===== src/rtl/ram8_arbiter.sv =====
// ram8_arbiter: two-requester arbiter/sequencer for one shared 8-word RAM bank.
// Each grant runs IDLE -> ACCESS -> RESP, one RAM access per transaction.
// Tie-break is round-robin on the last winner by default. Define
// RAM8_ARB_FIXED_PRIORITY_EN to make requester 0 always win ties.
module ram8_arbiter #(
  parameter int DATA_WIDTH = 16,
  parameter int ADDR_WIDTH = 3
) (
  input  logic                  clk,
  input  logic                  reset,
  input  logic                  req0,
  input  logic                  req1,
  input  logic                  we0,
  input  logic                  we1,
  input  logic [ADDR_WIDTH-1:0] addr0,
  input  logic [ADDR_WIDTH-1:0] addr1,
  input  logic [DATA_WIDTH-1:0] wdata0,
  input  logic [DATA_WIDTH-1:0] wdata1,
  output logic                  ack0,
  output logic                  ack1,
  output logic [DATA_WIDTH-1:0] rdata0,
  output logic [DATA_WIDTH-1:0] rdata1,
  output logic                  gnt0,
  output logic                  gnt1,
  output logic [ADDR_WIDTH-1:0] mem_addr,
  output logic [DATA_WIDTH-1:0] mem_in,
  output logic                  mem_load,
  input  logic [DATA_WIDTH-1:0] mem_out
);

  typedef enum logic [1:0] {
    IDLE   = 2'd0,
    ACCESS = 2'd1,
    RESP   = 2'd2
  } state_t;

  state_t state;
  logic   owner;   // 0 = requester 0, 1 = requester 1
  logic   winner;
  logic   any_req;

`ifndef RAM8_ARB_FIXED_PRIORITY_EN
  logic   last;    // most recent winner; the other side wins the next tie
`endif

  // Pick the requester to grant from the current request lines.
  always_comb begin
    any_req = req0 | req1;
    winner  = 1'b0;
`ifdef RAM8_ARB_FIXED_PRIORITY_EN
    if (req0) begin
      winner = 1'b0;
    end else begin
      winner = 1'b1;
    end
`else
    if (req0 && req1) begin
      winner = ~last;
    end else if (req0) begin
      winner = 1'b0;
    end else begin
      winner = 1'b1;
    end
`endif
  end

  // Transaction sequencer: latch the winning request, drive one RAM cycle, pulse ack.
  always_ff @(posedge clk) begin
    if (reset) begin
      state    <= IDLE;
      owner    <= 1'b0;
`ifndef RAM8_ARB_FIXED_PRIORITY_EN
      last     <= 1'b1;
`endif
      ack0     <= 1'b0;
      ack1     <= 1'b0;
      gnt0     <= 1'b0;
      gnt1     <= 1'b0;
      mem_load <= 1'b0;
      mem_addr <= {ADDR_WIDTH{1'b0}};
      mem_in   <= {DATA_WIDTH{1'b0}};
      rdata0   <= {DATA_WIDTH{1'b0}};
      rdata1   <= {DATA_WIDTH{1'b0}};
    end else begin
      case (state)
        IDLE: begin
          ack0 <= 1'b0;
          ack1 <= 1'b0;
          if (any_req) begin
            state <= ACCESS;
            owner <= winner;
`ifndef RAM8_ARB_FIXED_PRIORITY_EN
            last  <= winner;
`endif
            gnt0  <= ~winner;
            gnt1  <= winner;
            if (winner) begin
              mem_addr <= addr1;
              mem_in   <= wdata1;
              mem_load <= we1;
            end else begin
              mem_addr <= addr0;
              mem_in   <= wdata0;
              mem_load <= we0;
            end
          end
        end
        ACCESS: begin
          // mem_load doubles as the latched write flag; a read captures mem_out here.
          mem_load <= 1'b0;
          if (!mem_load) begin
            if (owner) begin
              rdata1 <= mem_out;
            end else begin
              rdata0 <= mem_out;
            end
          end
          ack0  <= ~owner;
          ack1  <= owner;
          state <= RESP;
        end
        RESP: begin
          ack0  <= 1'b0;
          ack1  <= 1'b0;
          gnt0  <= 1'b0;
          gnt1  <= 1'b0;
          state <= IDLE;
        end
        default: begin
          ack0     <= 1'b0;
          ack1     <= 1'b0;
          gnt0     <= 1'b0;
          gnt1     <= 1'b0;
          mem_load <= 1'b0;
          state    <= IDLE;
        end
      endcase
    end
  end

endmodule


===== config.mk =====
export PLATFORM = sky130hd
export DESIGN_NAME = ram8_arbiter
export DESIGN_NICKNAME = d
export VERILOG_FILES = /design/src/rtl/ram8_arbiter.sv
export SDC_FILE = /design/constraint.sdc
export NUM_CORES = 1
export LEC_CHECK = 0
export ABC_AREA = 1
export BUFFER_PORTS_ARGS = -buffer_cell sky130_fd_sc_hd__buf_2
export CELL_PAD_IN_SITES_DETAIL_PLACEMENT = 0
export CELL_PAD_IN_SITES_GLOBAL_PLACEMENT = 1
export CORE_AREA = 5 5 95 97
export DETAILED_ROUTE_END_ITERATION = 8
export DIE_AREA = 0 0 100 102
export GPL_ROUTABILITY_DRIVEN = 1
export PLACE_DENSITY_LB_ADDON = 0.1
export SLEW_MARGIN = 40
export SYNTH_ARGS = -nofsm -noshare
export SYNTH_HDL_FRONTEND = slang
export SYNTH_SLANG_ARGS = --single-unit

===== constraint.sdc =====
create_clock -name clk -period 1.31 [get_ports clk]
set_input_delay 0.131 -clock clk [delete_from_list [all_inputs] [get_ports clk]]
set_output_delay 0.131 -clock clk [all_outputs]
set_load 0.01 [all_outputs]

* After elaboration in Yosys (flattened, before gate mapping)
Cells that the tools add are included.
Operators by class: equality and inequality tests 3, mux-type cells 13, bitwise gates (word level) 7, reductions and logical operators 8
Operators with widths (number):
- $mux W16 | 1
- $mux W1 | 6
- $not A1 Y1 | 6
- $pmux W1 S2 | 3
- $reduce_and A2 Y1 | 3
- $reduce_and A3 Y1 | 2
- $pmux W2 S2 | 1
- $mux W3 | 1
- $eq A2 B1 Y1 const B | 1
- $eq A2 B2 Y1 const B | 1
- $logic_not A2 Y1 | 1
- $mux W2 | 1
- $ne A2 B2 Y1 const B | 1
- $reduce_or A2 Y1 | 1
- $logic_and A1 B1 Y1 | 1
- $or A1 B1 Y1 | 1
Word-level totals: bits in registers 60, input bits 60, output and inout port bits 56

* Longest topological paths before layout
Gate-level depths: netlist (run 1).
depth after elaboration 5, depth in mapped cells 8, gate-level depth less buffers 7

* Worst setup path before layout (run 1)
Ideal clock, no wire load.
kind register to register, from register state[0], to register rdata0[10], library setup time 0.116 ns, arrival time 0.960 ns, required time 1.194 ns, path slack 0.235 ns, stages on the path, launching flop included 7, path buffers 1, period minus slack after synthesis 1.075 ns, cell sequence dfxtp_1 > inv_2 > nor2_2 > nand2_2 > clkbuf_1 > o21ai_0 > nor2_1
On the way: cells in the longest elaborated chain, start to end 2
Ends and longest elaborated chain:
- start: declaration | RTL line 37 | state_t state;
- start signal: assignment | RTL line 70 | state <= IDLE;
- start signal: assignment | RTL line 90 | state <= ACCESS;
- start signal: assignment | RTL line 120 | state <= RESP;
- $eq A2 B1 Y1 | RTL line 85 | case (state)
- $reduce_and A3 Y1 (no source line)
- end signal: assignment | RTL line 82 | rdata0 <= {DATA_WIDTH{1'b0}};
- end signal: assignment | RTL line 115 | rdata0 <= mem_out;
- end: declaration | RTL line 21 | output logic [DATA_WIDTH-1:0] rdata0,
Every way passes these cells. A chain may end at the register's enable or synchronous reset.

* Worst setup path in the final report (run 1)
from register state[1], to register owner
On the way: cells in the longest elaborated chain, start to end 2
Ends and longest elaborated chain:
- $logic_not A2 Y1 | RTL line 85
- $reduce_and A2 Y1 (no source line)
- end signal: assignment | RTL line 91 | owner <= winner;
- end: declaration | RTL line 38 | logic owner;
Every way passes these cells.

==> summary.txt, run 1 <==
Outcome
  • Status: finished, final reports clean

Placement
  • DP HPWL: 5.35 mm
  • Port Buffers: 115
  • GP Congestion: 0.711

Setup path
  • Crit path DAT: 1.41 ns
  • CP endpoint kind: flip-flop
  • CP Capture Point: owner
  • WP data required: 1.53 ns
  • Setup crit start: state[1]
  • FF-to-FF setup slack: 0.12 ns
  • FF-to-FF Start: state[1]
  • Crit path kind: flip-flop to flip-flop
  • FF-to-FF path depth: 5
  • End of the worst register-to-register path: owner
  • Crit path max fanout: 20
  • Crit path launch type: flip-flop

Pwr
  • Sequential Power Share: 42.5%
  • Total power per unit cell area: 1410 nW/µm²
  • P_int: 3.51 mW
  • Peak VDD IR: 0.000460 V
  • Tot Pwr: 4.83 mW
  • Clock Power Share: 39.1%
  • Leak: 1.79 nW
  • Switching share of power: 27.4%
  • Net switching power: 1.32 mW
  • Comb pwr share: 18.4%

Global route
  • All-Layer GR Usage: 15.4%
  • Initial antenna violation count: 0
  • First-pass GRT wire length: 12.3 mm
  • Largest net degree at the start of global routing: 42
  • Vias in the first global route: 2,548
  • GR Overflow Total: 0

Clocking
  • Num CTS Buffers: 9
  • CTS root buf: clkbuf_8
  • Clk sinks: 60
  • Clock latency at the later pin of the worst-skew pair: 0.34 ns
  • CTS H-tree lvls: 3
  • Clock tree buffer depth: 2
  • Reg clk slew, reported paths: 0.07 ns
  • CTS tree: yes

Flow run
  • Max Cap Viol: 0

Timing
  • Tcrit/Tclk final: 91.1%
  • Final Hold Vio Count: 0
  • Clock Skew: 0.0104 ns
  • F_max: 838 MHz
  • Final setup fails: 0
  • Final Critical Period: 1.19 ns
  • Worst relative slew slack: 78.9%
  • Actual slew at the worst max-slew pin: 0.313 ns
  • Slew Viols, Final: 0

Die
  • Die area: 10,200 µm²
  • I/O Pins: 116
  • Core Region: 8050 µm²
  • Initial Util: 30.3%
  • Die Wd: 100 µm
  • Rows: 33
  • Height of the die: 102 µm

Detailed routing
  • Mean routed wirelength per cell: 13.3 µm
  • DR pass1 iterations: 4
  • DR vias/cell: 4.57
  • Iter 0 DRT Violations: 68
  • Post-Route WL: 7.47 mm
  • DRT antenna net count: 0
  • Via count: 2,567
  • Post-route DRC: 0

Finish
  • Ant. Diodes: 0
  • Share of layout cells above drive strength 1: 34.4%
  • Final #Nets: 513
  • Layout area overhead: 40.0%
  • Final core occ: 42.5%

Min path
  • HP Start: mem_out[15]
  • Worst hold-check path type: input pin to flip-flop

Synthesis
  • Synth unique cells: 19
  • Syn Area/Cell: 7.29 µm²
  • Cell Area, Synth: 2440 µm²
  • Sequential share of the synthesized area: 49.2%
  • Synthesized instance count: 335
  • Synth warnings: 0
  • Flops & latches, synth: 60
  • Syn_nets: 395
==> layer usage <==
layer / GRT usage, % / share of wire, % / up-vias
met5: 0 / 0 / -
met3: 5.05 / 7.3 / 11
met1: 19.2 / 43 / 1166
met2: 24.9 / 48 / 69
met4: 6.22 / 1.6 / 0
li1: - / - / 1321
==> how the worst min path moves through the flow <==
stage / cells after the start / slack, ns / endpoint
6_report: 3 / 0.05 / rdata1[15]
5_1_grt: 3 / 0.06 / rdata0[8]
4_1_cts: 3 / 0.03 / rdata1[15]
3_5_place_dp: 3 / 0.40 / rdata1[15]
3_3_place_gp: 3 / 0.39 / rdata1[15]
2_1_floorplan: 2 / 0.30 / rdata0[0]
==> registers in the layout, indices dropped and copies added, names as in the netlist <==
name      count
mem_in       16
rdata0       16
rdata1       16
mem_addr      3
state         2
ack0          1
ack1          1
gnt0          1
gnt1          1
last          1
mem_load      1
owner         1
==> per-stage QoR <==
| stage | cell area [µm²] | setup slack (ns) | setup TNS [ns] | instances | hold WS [ns] |
|---|---|---|---|---|---|
| finish | 3420 | 0.116 | 0 | 562 | 0.0495 |
| global placement | 3170 | 0.0242 | 0 | 546 | 0.393 |
| detailed placement | 3170 | 0.0192 | 0 | 546 | 0.398 |
| floorplan | 2440 | 0.235 | 0 | 335 | 0.295 |
| CTS | 3390 | 0.00595 | 0 | 561 | 0.0345 |
| global route | 3420 | -0.00547 | -0.00950 | 562 | 0.0560 |
==> power by group through the flow <==
stage	Sequential [mW]	Combinational (mW)	Clock (mW)
floorplan	2.15	0.447	0
global placement	2.09	0.889	0
detailed placement	2.09	0.895	0
CTS	2.05	0.897	1.95
global route	2.07	1.02	2.05
finish	2.05	0.890	1.89
==> cells in the final DEF, fill, tap and decap left out <==
cell / synthesis / layout
dfxtp_1: 60 / 59
nor2_4: 1 / 2
nor2_1: 69 / 68
nand3_1: 42 / 42
nand2_1: 47 / 47
clkinv_2: 0 / 2
nand2_4: 0 / 1
dfxtp_2: 0 / 1
buf_6: 2 / 1
nand4_1: 19 / 19
o21ai_0: 33 / 33
clkbuf_8: 0 / 11
a21oi_1: 4 / 4
nand2_2: 3 / 2
nor2_2: 2 / 2
o211ai_1: 1 / 1
inv_1: 25 / 25
inv_4: 0 / 1
clkinvlp_4: 0 / 1
inv_2: 5 / 3
bufinv_16: 0 / 2
nor3_1: 2 / 2
buf_2: 7 / 115
buf_12: 0 / 3
buf_4: 3 / 10
==> final cells by class <==
class                      count  area [µm²]
clock buffer                  11         151
clock inverter                 4        72.6
fill                         884        4630
inverter                      30         116
multi-input combinational    223        1020
sequential                    60        1200
tap                          105         131
timing repair buffer         129         722
==> synthesized netlist by cell type (all sizes together) <==
cell type	count	area share, %
a21oi	4	0.82
buf	13	3.4
clkbuf	9	1.4
dfxtp	60	49
inv	30	4.6
nand2	50	8.0
nand3	42	8.6
nand4	19	4.9
nor2	72	12
nor3	2	0.41
o211ai	1	0.31
o21ai	33	6.8
==> worst max-delay path, cell delays in order (launching register included) <==
cell and delay [ns]:
dfxtp_1 0.36, nor2_2 0.22, nand2_4 0.20, buf_4 0.19, nand2_1 0.05, a21oi_1 0.05
==> kinds of logic after synthesis <==
logic type / count (synthesis) / synth area share (%)
buffers and inverters: 52 / 9.43
flip-flops: 60 / 49.2
AND/OR/NAND/NOR: 185 / 33.5
AO/OA/AOI/OAI: 38 / 7.89
==> what timing repair did <==
action / in CTS / in global routing
hold buffers: 0 / 0
endpoints found under the setup margin: 0 / 45
resized for setup: 0 / 8
buffers inserted: 0 / 1
hold endpoints to repair: 0 / 0
(Power assumes the default switching activity.)
==> run 2, diff against run 1 <==
- CORE_AREA: 5 5 95 97 -> 2 2 92 94
- DIE_AREA: 0 0 100 102 -> 0 0 94 96
- PLACE_DENSITY_LB_ADDON: 0.1 -> 0.12
==> summary.txt, run 2 (synthesized netlist as in run 1, its figures left out) <==
Outcome
  • Status: finished, final reports clean (unchanged)

Detailed routing
  • Iter 0 DRT Violations: 92 (was 68)
  • Via count: 2,567 (unchanged)
  • DR pass1 iterations: 4 (unchanged)
  • Post-route DRC: 0 (unchanged)
  • Post-Route WL: 7.34 mm (was 7.47 mm)
  • DRT antenna net count: 0 (unchanged)
  • Mean routed wirelength per cell: 13.0 µm (was 13.3 µm)
  • DR vias/cell: 4.56 (was 4.57)

Pwr
  • Total power per unit cell area: 1410 nW/µm² (about the same)
  • Leak: 1.80 nW (was 1.79 nW)
  • Peak VDD IR: 0.000585 V (was 0.000460 V)
  • Tot Pwr: 4.81 mW (was 4.83 mW)

Timing
  • Actual slew at the worst max-slew pin: 0.322 ns (was 0.313 ns)
  • Setup TNS: 0 ns (unchanged)
  • Slew Viols, Final: 0 (unchanged)
  • Final Critical Period: 1.21 ns (was 1.19 ns)
  • Worst relative slew slack: 78.5% (was 78.9%)
  • Unrepaired setup endpoints after global routing: yes
  • Clock Skew: 0.00847 ns (was 0.0104 ns)
  • Final setup fails: 0 (unchanged)
  • F_max: 830 MHz (was 838 MHz)
  • Tcrit/Tclk final: 92.0% (was 91.1%)
  • Final Hold Vio Count: 0 (unchanged)

Placement
  • GP Congestion: 0.783 (was 0.711)
  • DP HPWL: 5.08 mm (was 5.35 mm)
  • Port Buffers: 115 (unchanged)

Finish
  • Layout area overhead: 39.6% (was 40.0%)
  • Final #Nets: 513 (unchanged)
  • Largest regs: mem_in x16, rdata0 x16, rdata1 x16 (unchanged)
  • Fillers: 915 (was 884)
  • Commonest cells after routing, fill and taps aside: 115 x buf_2, 67 x nor2_1, 59 x dfxtp_1, 47 x nand2_1, 42 x nand3_1 (was 115 x buf_2, 68 x nor2_1, 59 x dfxtp_1, 47 x nand2_1, 42 x nand3_1)
  • Ant. Diodes: 0 (unchanged)
  • Share of layout cells above drive strength 1: 34.7% (was 34.4%)
  • Final core occ: 42.3% (was 42.5%)
  • Commonest non-fill, non-tap cell in the layout: buf_2 (unchanged)

Clocking
  • Clk sinks: 60 (unchanged)
  • Clock latency at the later pin of the worst-skew pair: 0.33 ns (was 0.34 ns)
  • Reg clk slew, reported paths: 0.07 ns (about the same)
  • CTS tree: yes (unchanged)
  • Num CTS Buffers: 9 (unchanged)
  • # resized after CTS: 0 (unchanged)
  • CTS root buf: clkbuf_8 (unchanged)
  • CTS H-tree lvls: 3 (unchanged)
  • Number of post-CTS setup repair buffers: 0 (unchanged)
  • Hold Buf Count CTS: 0 (unchanged)
  • Clock tree buffer depth: 2 (unchanged)

Setup path
  • WP data required: 1.59 ns (was 1.53 ns)
  • Crit path DAT: 1.49 ns (was 1.41 ns)
  • Crit path max fanout: 20 (unchanged)
  • CP endpoint kind: flip-flop (unchanged)
  • Crit path launch type: flip-flop (unchanged)
  • Crit path kind: flip-flop to flip-flop (unchanged)

Global route
  • All-Layer GR Usage: 16.8% (was 15.4%)
  • Vias in the first global route: 2,519 (was 2,548)
  • First-pass GRT wire length: 11.8 mm (was 12.3 mm)
  • Initial antenna violation count: 0 (unchanged)
  • Largest net degree at the start of global routing: 38 (was 42)
  • GR Overflow Total: 0 (unchanged)

Flow run
  • Max Cap Viol: 0 (unchanged)

Die
  • I/O Pins: 116 (unchanged)
  • Die area: 9020 µm² (was 10,200 µm²)
  • Rows: 33 (unchanged)
  • Core Region: 8050 µm² (unchanged)
  • Initial Util: 30.3% (unchanged)
  • Die Wd: 94 µm (was 100 µm)
  • Height of the die: 96 µm (was 102 µm)

Min path
  • Worst hold-check path type: input pin to flip-flop (unchanged)
-- run 2: cell count changes in the layout (fill, tap and decap cells not counted), sizes merged --
cell    change
clkbuf      -1
inv         +2
-- run 2: routing by layer --
metal,vias up,wire length [µm],GRT usage (%)
met1,1172,3510,21.8
li1,1321,-,-
met3,12,394,3.99
met2,62,3300,26.9
met5,-,0,0
met4,0,133,7.37
-- run 2: area by class of cell --
| class | instances | area [µm²] | share of cell area, % |
|---|---|---|---|
| flip-flops and latches | 60 | 1200 | 35.3 |
| clock inverters | 6 | 86.3 | 2.53 |
| repair buffers | 129 | 697 | 20.5 |
| multi-input cells | 223 | 1030 | 30.4 |
| well taps | 105 | 131 | 3.86 |
| inverters | 30 | 118 | 3.45 |
| clock buffers | 10 | 138 | 4.04 |
-- run 2: critical path: stages (launching register included) --
cell and delay (ns):
dfxtp_1 0.36, nor2_2 0.22, buf_6 0.24, nand4_1 0.12, nand3_1 0.10, nand2_1 0.06, inv_1 0.05
-- run 2: report_power, final --
part	switching (mW)	total (mW)	internal, mW
clock	0.748	1.87	1.12
sequential	0.0796	2.05	1.97
combinational	0.522	0.888	0.366
total	1.35	4.81	3.46
-- run 2: path summary, 6_finish.rpt --
kind	startpoint	cells past startpoint	to	slack [ns]
max	state[1]	6	mem_in[6]	0.10
min	mem_out[11]	3	rdata1[11]	0.05
max reg2reg	state[1]	6	mem_in[6]	0.10
min reg2reg	gnt1	2	gnt1	0.46
-- run 2: through the flow --
step	setup slack [ns]	instances	hold slack, ns	cell area [µm²]
5_1_grt	-0.0131	563	0.0519	3410
4_1_cts	0.00391	563	0.0396	3370
3_3_place_gp	0.0547	547	0.397	3150
2_1_floorplan	0.235	335	0.295	2440
6_report	0.105	563	0.0502	3410
3_5_place_dp	0.0285	547	0.401	3150
==> run 3, diff against run 2 <==
- PLACE_DENSITY: unset -> 0.89
- PLACE_DENSITY_LB_ADDON: 0.12 -> unset
==> summary.txt, run 3 (synthesized netlist as in run 1, its figures left out) <==
Outcome
  • Status: finished, final reports clean (unchanged)

Pwr
  • Comb pwr share: 19.1% (was 18.5%)
  • Peak VDD IR: 0.000463 V (was 0.000585 V)
  • Switching share of power: 28.9% (was 28.0%)
  • Total power per unit cell area: 1350 nW/µm² (was 1410 nW/µm²)
  • Leak: 1.75 nW (was 1.80 nW)
  • Clock Power Share: 35.5% (was 38.9%)
  • Tot Pwr: 4.51 mW (was 4.81 mW)
  • Sequential Power Share: 45.5% (was 42.7%)
  • P_int: 3.21 mW (was 3.46 mW)
  • Net switching power: 1.31 mW (was 1.35 mW)

Detailed routing
  • DR pass1 iterations: 4 (unchanged)
  • Post-route DRC: 0 (unchanged)
  • Mean routed wirelength per cell: 12.2 µm (was 13.0 µm)
  • Post-Route WL: 6.82 mm (was 7.34 mm)
  • Via count: 2,544 (was 2,567)
  • DRT antenna net count: 0 (unchanged)
  • DR vias/cell: 4.55 (was 4.56)
  • Iter 0 DRT Violations: 108 (was 92)

Global route
  • GR Overflow Total: 0 (unchanged)
  • All-Layer GR Usage: 15.8% (was 16.8%)
  • Initial antenna violation count: 0 (unchanged)
  • First-pass GRT wire length: 11.0 mm (was 11.8 mm)
  • Largest net degree at the start of global routing: 33 (was 38)
  • Vias in the first global route: 2,411 (was 2,519)

Timing
  • Unrepaired setup endpoints after global routing: yes (unchanged)
  • Actual slew at the worst max-slew pin: 0.347 ns (was 0.322 ns)
  • Final setup fails: 0 (unchanged)
  • Clock Skew: 0.0102 ns (was 0.00847 ns)
  • Final Hold Vio Count: 0 (unchanged)
  • Tcrit/Tclk final: 95.6% (was 92.0%)
  • Final worst slack: 0.0573 ns (was 0.105 ns)
  • Slew Viols, Final: 0 (unchanged)
  • Final Critical Period: 1.25 ns (was 1.21 ns)
  • Worst relative slew slack: 76.8% (was 78.5%)
  • F_max: 798 MHz (was 830 MHz)

Placement
  • GP Congestion: 0.749 (was 0.783)
  • DP HPWL: 4.94 mm (was 5.08 mm)
  • Post-Place Cells: 543 (was 547)
  • Setup WS pre-CTS: -0.0328 ns (was 0.0285 ns)
  • Port Buffers: 115 (unchanged)

Clocking
  • Clock latency at the later pin of the worst-skew pair: 0.34 ns (was 0.33 ns)
  • Number of post-CTS setup repair buffers: 0 (unchanged)
  • Reg clk slew, reported paths: 0.07 ns (about the same)
  • Clk sinks: 60 (unchanged)
  • CTS root buf: clkbuf_8 (unchanged)
  • Num CTS Buffers: 9 (unchanged)
  • CTS tree: yes (unchanged)
  • Clock tree buffer depth: 2 (unchanged)
  • CTS H-tree lvls: 3 (unchanged)

Finish
  • Register area: 1200 µm² (about the same)
  • Multi-input gate area: 1010 µm² (was 1030 µm²)
  • Commonest cells after routing, fill and taps aside: 115 x buf_2, 69 x nor2_1, 60 x dfxtp_1, 47 x nand2_1, 42 x nand3_1 (was 115 x buf_2, 67 x nor2_1, 59 x dfxtp_1, 47 x nand2_1, 42 x nand3_1)
  • Largest regs: mem_in x16, rdata0 x16, rdata1 x16 (unchanged)
  • Final #Nets: 509 (was 513)
  • Fillers: 899 (was 915)
  • Non-filler cells, final: 559 (was 563)
  • Ant. Diodes: 0 (unchanged)
  • Share of layout cells above drive strength 1: 33.3% (was 34.7%)
  • Commonest non-fill, non-tap cell in the layout: buf_2 (unchanged)
  • Layout area overhead: 36.8% (was 39.6%)

Die
  • Die Wd: 94 µm (unchanged)
  • I/O Pins: 116 (unchanged)
  • Initial Util: 30.3% (unchanged)
  • Rows: 33 (unchanged)
  • Core Region: 8050 µm² (unchanged)
  • Die area: 9020 µm² (unchanged)
  • Height of the die: 96 µm (unchanged)

Setup path
  • CP Capture Point: rdata0[8] (was mem_in[6])
  • FF-to-FF Start: state[0] (was state[1])
  • Crit-path cells: inv_2 > nor2_2 > nand2_2 > buf_4 > o21ai_0 > nor2_1 (was nor2_2 > buf_6 > nand4_1 > nand3_1 > nand2_1 > inv_1)
  • Crit path buf inv count: 2 (unchanged)
  • CP endpoint kind: flip-flop (unchanged)
  • Crit path DAT: 1.48 ns (was 1.49 ns)
  • Highest-delay cell along the critical path: dfxtp_1 (unchanged)
  • FF-to-FF path depth: 6 (unchanged)
  • Instance count on the critical path: 6 (unchanged)
  • Crit path max fanout: 9 (was 20)
  • Crit path kind: flip-flop to flip-flop (unchanged)
  • FF-to-FF setup slack: 0.06 ns (was 0.10 ns)
  • WP data required: 1.54 ns (was 1.59 ns)
  • Setup crit start: state[0] (was state[1])
  • Crit path launch type: flip-flop (unchanged)
  • Worst path top cell family by delay: simple AND/OR/NAND/NOR gates (unchanged)
  • CP max stage delay: 0.35 ns (was 0.36 ns)
  • End of the worst register-to-register path: rdata0[8] (was mem_in[6])

Flow run
  • Max Cap Viol: 0 (unchanged)

Min path
  • Hold Path Stages: 3 (unchanged)
  • Worst hold-check path type: input pin to flip-flop (unchanged)
-- run 3: metrics by stage --
step | TNS [ns] | hold slack (ns) | utilization [%] | cell area, µm²
2_1_floorplan | 0 | 0.295 | - | 2440
3_3_place_gp | -0.263 | 0.395 | 38.9 | 3130
3_5_place_dp | -0.244 | 0.397 | 38.9 | 3130
4_1_cts | 0 | 0.0289 | 41.3 | 3330
5_1_grt | -1.47 | 0.0389 | 41.5 | 3340
6_report | 0 | 0.0531 | 41.5 | 3340
-- run 3: worst register-to-register path, cell delays in order, from the launching register on --
cell	delay, ns
dfxtp_1	0.35
inv_2	0.05
nor2_2	0.14
nand2_2	0.17
buf_4	0.21
o21ai_0	0.17
nor2_1	0.06
-- run 3: power groups by stage --
stage	clock (mW)	sequential (mW)	combinational, mW
final	1.60	2.05	0.860
after global routing	1.75	2.06	0.977
after CTS	1.68	2.05	0.862
after detailed placement	0	2.09	0.861
after global placement	0	2.09	0.844
after floorplan	0	2.15	0.447
-- run 3: metal layers --
| layer | vias up | wire [µm] | global-route usage, % |
|---|---|---|---|
| met2 | 87 | 3270 | 27.1 |
| met1 | 1133 | 2850 | 17.5 |
| li1 | 1318 | - | - |
| met3 | 6 | 611 | 6.34 |
| met4 | 0 | 92 | 6.52 |
| met5 | - | 0 | 0 |
-- run 3: how the worst min path moves through the flow --
stage / start / end
6_report: mem_out[9] / rdata0[9]
3_3_place_gp: mem_out[7] / rdata0[7]
5_1_grt: mem_out[12] / rdata0[12]
4_1_cts: mem_out[9] / rdata0[9]
3_5_place_dp: mem_out[9] / rdata0[9]
2_1_floorplan: mem_out[0] / rdata0[0]
-- run 3: cell type report --
cell class                 count  area share (%)
timing repair buffer         125            20.3
clock inverter                 6            1.95
tap                          105            3.93
inverter                      30            3.60
multi-input combinational    223            30.4
sequential                    60            36.0
clock buffer                  10            3.82
-- run 3: timing repair --
| item | in CTS | in global routing |
|---|---|---|
| cloned | 0 | 0 |
| hold buffers | 0 | 0 |
| gates resized for setup | 1 | 5 |
| setup endpoints to repair | 16 | 48 |
